[config.mk]
export PLATFORM = sky130hd
export DESIGN_NAME = sub_divider_ctrl
export DESIGN_NICKNAME = d
export VERILOG_FILES = /design/src/rtl/sub_divider_ctrl.sv
export SDC_FILE = /design/constraint.sdc
export NUM_CORES = 1
export LEC_CHECK = 0
export ABC_AREA = 1
export ABC_CLOCK_PERIOD_IN_PS = 6000
export CAP_MARGIN = 20
export CORE_MARGIN = 4
export CORE_UTILIZATION = 50
export DETAILED_ROUTE_END_ITERATION = 6
export DONT_BUFFER_PORTS = 1
export PLACE_DENSITY = 0.63
export SYNTH_ARGS = -nofsm -noshare
export SYNTH_HDL_FRONTEND = slang
export SYNTH_SLANG_ARGS = --single-unit
[constraint.sdc]
create_clock -name clk -period 6 [get_ports clk]
set_input_delay 0.6 -clock clk [delete_from_list [all_inputs] [get_ports clk]]
set_output_delay 0.6 -clock clk [all_outputs]
set_load 0.02 [all_outputs]
[src/rtl/sub_divider_ctrl.sv]
// Sequential restoring divider: one subtract-shift step per cycle, WIDTH steps per operation.
// Division by zero finishes at once with an all-ones quotient and the dividend as remainder.
module sub_divider_ctrl #(
    parameter int WIDTH = 32
) (
    input  logic             clk,
    input  logic             rst,
    input  logic             start,
    input  logic [WIDTH-1:0] a,
    input  logic [WIDTH-1:0] b,
    output logic             busy,
    output logic             done,
    output logic [WIDTH-1:0] quotient,
    output logic [WIDTH-1:0] remainder,
    output logic             div_by_zero,
    output logic [1:0]       dbg_state
);

    // Handshake: start is a request that is taken on a rising edge only while busy=0
    // (IDLE or DONE); a and b are captured on that edge, and done pulses for one
    // cycle when the matching results appear on quotient/remainder/div_by_zero.

    localparam int CW = (WIDTH > 1) ? $clog2(WIDTH) : 1;

    typedef enum logic [1:0] {
        IDLE = 2'd0,
        RUN  = 2'd1,
        DONE = 2'd2
    } state_t;

    state_t           state, state_n;
    logic [CW-1:0]    cnt, cnt_n;
    logic [WIDTH:0]   rem_r, rem_n;
    logic [WIDTH-1:0] q_r, q_n;
    logic [WIDTH-1:0] b_r, b_n;
    logic [WIDTH-1:0] quo_n, rmd_n;
    logic             dbz_n;
    logic [WIDTH:0]   rs, diff;
    logic             take_bit;

    assign rs       = {rem_r[WIDTH-1:0], q_r[WIDTH-1]};
    assign diff     = rs - {1'b0, b_r};
    assign take_bit = ~diff[WIDTH];

    always_ff @(posedge clk or posedge rst) begin
        if (rst) begin
            state       <= IDLE;
            cnt         <= '0;
            rem_r       <= '0;
            q_r         <= '0;
            b_r         <= '0;
            quotient    <= '0;
            remainder   <= '0;
            div_by_zero <= 1'b0;
        end else begin
            state       <= state_n;
            cnt         <= cnt_n;
            rem_r       <= rem_n;
            q_r         <= q_n;
            b_r         <= b_n;
            quotient    <= quo_n;
            remainder   <= rmd_n;
            div_by_zero <= dbz_n;
        end
    end

    always_comb begin
        state_n = state;
        cnt_n   = cnt;
        rem_n   = rem_r;
        q_n     = q_r;
        b_n     = b_r;
        quo_n   = quotient;
        rmd_n   = remainder;
        dbz_n   = div_by_zero;
        case (state)
            IDLE, DONE: begin
                state_n = IDLE;
                if (start) begin
                    if (b != '0) begin
                        // The dividend rides in q_r and is shifted out MSB first.
                        q_n     = a;
                        b_n     = b;
                        rem_n   = '0;
                        cnt_n   = CW'(WIDTH - 1);
                        state_n = RUN;
                    end else begin
                        quo_n   = '1;
                        rmd_n   = a;
                        dbz_n   = 1'b1;
                        state_n = DONE;
                    end
                end
            end
            RUN: begin
                rem_n = take_bit ? diff : rs;
                q_n   = {q_r[WIDTH-2:0], take_bit};
                cnt_n = cnt - CW'(1);
                if (cnt == '0) begin
                    quo_n   = q_n;
                    rmd_n   = rem_n[WIDTH-1:0];
                    dbz_n   = 1'b0;
                    state_n = DONE;
                end
            end
            default: state_n = IDLE;
        endcase
    end

    assign busy      = (state == RUN);
    assign done      = (state == DONE);
    assign dbg_state = state;

endmodule

==> results_dict.tcl <==
set metrics [dict create \
    design_area_um2 11400 \
    yosys_warnings 0 \
    hold_viol_final 0 \
    crit_type "register to register" \
    fin_worst_skew_ns 0.0140 \
    setup_viol 0 \
    synthesis.area_um2 10700 \
    cp.arrival_ns 4.38 \
    placed_area_um2 10700 \
    worstSetupEndpointType "register" \
    h-tree-depth 4 \
    r2r.worst_path.cells 11 \
    route.vias.total 8788 \
    drive_gt1_share_pct 11.9 \
    outcome "finished, final reports clean" \
    first_pass_iters 6 \
    ys_seq_area_share_pct 39.2 \
    antenna_found_initial 0 \
    grt_pass1_vias 8715 \
    syn_inst 1458 \
    fill_cells 2040 \
    tightest_slew_ns 0.969 \
    min_delay_path_depth 2 \
    viasPerCell 5.10 \
    wl_um 28200 \
    hold_end "b_r[0]" \
    io_buffers 0 \
    path_max_fanout 66 \
    p_leak_nw 6.07 \
    slew_violations 0 \
    cts_hold_buf 0 \
    start_util_pct 51.0 \
    met1_usage_pct 32.1 \
    synth.distinct_cells 44 \
    post-route-util_pct 54.1 \
    grt_max_degree 109 \
    max-slew-margin-rel_pct 35.4 \
    grt_overflow 0 \
    gp_congestion 0.973 \
    layout.nets 1536 \
    finalCritPeriodShare_pct 66.5 \
    cts_buffers 17 \
    final_cell_mix "nand2_1 (388), inv_1 (281), dfrtp_1 (168)" \
    grt.total_usage_pct 24.2 \
    area_growth_pct 6.07 \
    max_freq_mhz 250 \
    cp.required_ns 6.39 \
    cts_max_path_buffers 2 \
    wl_per_cell_um 16.4 \
    ioPinCount 136 \
    ys_ff_latch 168 \
    rr_endpoint "remainder[21]" \
    grt_pass1_wl_um 45900 \
    cts.sinks 168 \
    dr.first_iter.drc_count 508 \
    finalSetupTns_ns 0 \
    worstSkewPairLatency_ns 0.45 \
    final_common_cell "nand2_1" \
    use_met3_pct 5.01 \
    post-dp-hpwl_um 21400 \
    post_cts_buffers 0 \
    root_buffer "clkbuf_16" \
    syn_area_per_cell_um2 7.35 \
    die-area_um2 23800 \
    worstHoldStart "b[0]" \
    die_w_um 154 \
    min_period_ns 3.99 \
    clkTransAtPathRegs_ns 0.07 \
    maxCapViolations 0 \
    grt.met2_usage_pct 39.7 \
    postRouteAntennaNets 0 \
    rows 53 \
    syn_nets 1560 \
    grt_busiest_layer "met2" \
    cts_tree "yes" \
    r2r_start "dbg_state[0]" \
    peakVddDrop_uv 301 \
    powerDensity_nw_per_um2 662 \
    num_antenna_cells 0 \
    cts_resized 0 \
    drc 0 \
    crit_path_start_kind "register" \
    core_um2 21000 \
    r2r_slack_ns 2.01 \
    dieHeight_um 154 \
    hp-class "primary input to register" \
    rsz0062_at_grt "no" \
]
worst max path at each step:
stage | from | endpoint | slack (ns) | depth (start not counted)
2_1_floorplan | rst | b_r[0] | 0.85 | 1
3_3_place_gp | dbg_state[0] | remainder[22] | 2.07 | 11
3_5_place_dp | dbg_state[0] | remainder[29] | 2.00 | 11
4_1_cts | dbg_state[0] | remainder[29] | 1.98 | 11
5_1_grt | dbg_state[0] | remainder[8] | 1.48 | 11
6_report | dbg_state[0] | remainder[21] | 2.01 | 11
logic make-up after synthesis:
group	share of synthesized area [%]
fa+ha+maj	4.16
compound gates	8.22
flops	39.2
xor+xnor	1.23
simple gates	33.3
buf+inv	13.8
cells in the mapped netlist, drive strengths merged:
library cell	count	area, µm²
and2	4	25.0
clkbuf	18	87.6
a32oi	1	8.76
o21ai	64	320
inv	296	1110
nor3	8	40.0
nor2	112	459
dfrtp	168	4200
fa	1	20.0
a22oi	32	240
nand4	11	68.8
a21oi	48	255
o211ai	2	15.0
a31oi	2	12.5
or2	36	225
xor2	15	131
ha	34	425
nand2	408	1630
buf	31	272
nor4	4	25.0
a21o	2	15.0
clkinv	3	12.5
o22ai	1	6.26
nand3	156	1100
o21bai	1	7.51
registers in the layout, indices dropped and copies added, names as in the netlist:
name	flops
q_r	32
dbg_state	2
div_by_zero	1
quotient	32
rem_r	32
b_r	32
remainder	32
cnt	5
power by group:
part / switching [W] / internal (W) / total [W] / leakage, nW
clock network: 0.000543 / 0.000570 / 0.00111 / 0.288
registers: 0.000475 / 0.00157 / 0.00204 / 1.94
logic: 0.00300 / 0.00137 / 0.00437 / 3.84
total: 0.00401 / 0.00351 / 0.00752 / 6.07
through the flow:
stage / std cells / total power, W / setup WS, ns / hold WS [ns]
global placement: 1688 / 0.00634 / 2.07 / 0.469
global route: 1722 / 0.00824 / 1.48 / 0.282
floorplan: 1458 / 0.00554 / 0.853 / 0.453
CTS: 1720 / 0.00754 / 1.98 / 0.262
finish: 1722 / 0.00752 / 2.01 / 0.271
detailed placement: 1688 / 0.00641 / 2.00 / 0.473
critical path, stage by stage (launching register included):
cell      delay (ns)
dfrtp_1         0.55
inv_2           0.12
nor2_8          0.51
inv_2           0.41
nor2_4          0.71
inv_2           0.06
o21ai_1         0.12
nand2_2         0.36
clkinv_2        0.72
or2_2           0.22
nand2_1         0.05
inv_1           0.05
per-layer routing:
metal / share of wire (%) / vias up
met5: 0 / -
met4: 2.8 / 0
met3: 5.5 / 40
met2: 48 / 201
met1: 44 / 4094
li1: - / 4453
layout make-up:
type	instances	area, µm²	area share, %
Clock buffer	18	439	3.86
Clock inverter	14	154	1.35
Inverter	299	1130	9.93
Multi-Input combinational cell	942	5030	44.2
Sequential cell	168	4200	37.0
Tap cell	275	344	3.03
Timing Repair Buffer	6	67.6	0.595
No activity file was read; power rests on OpenSTA's default activity.
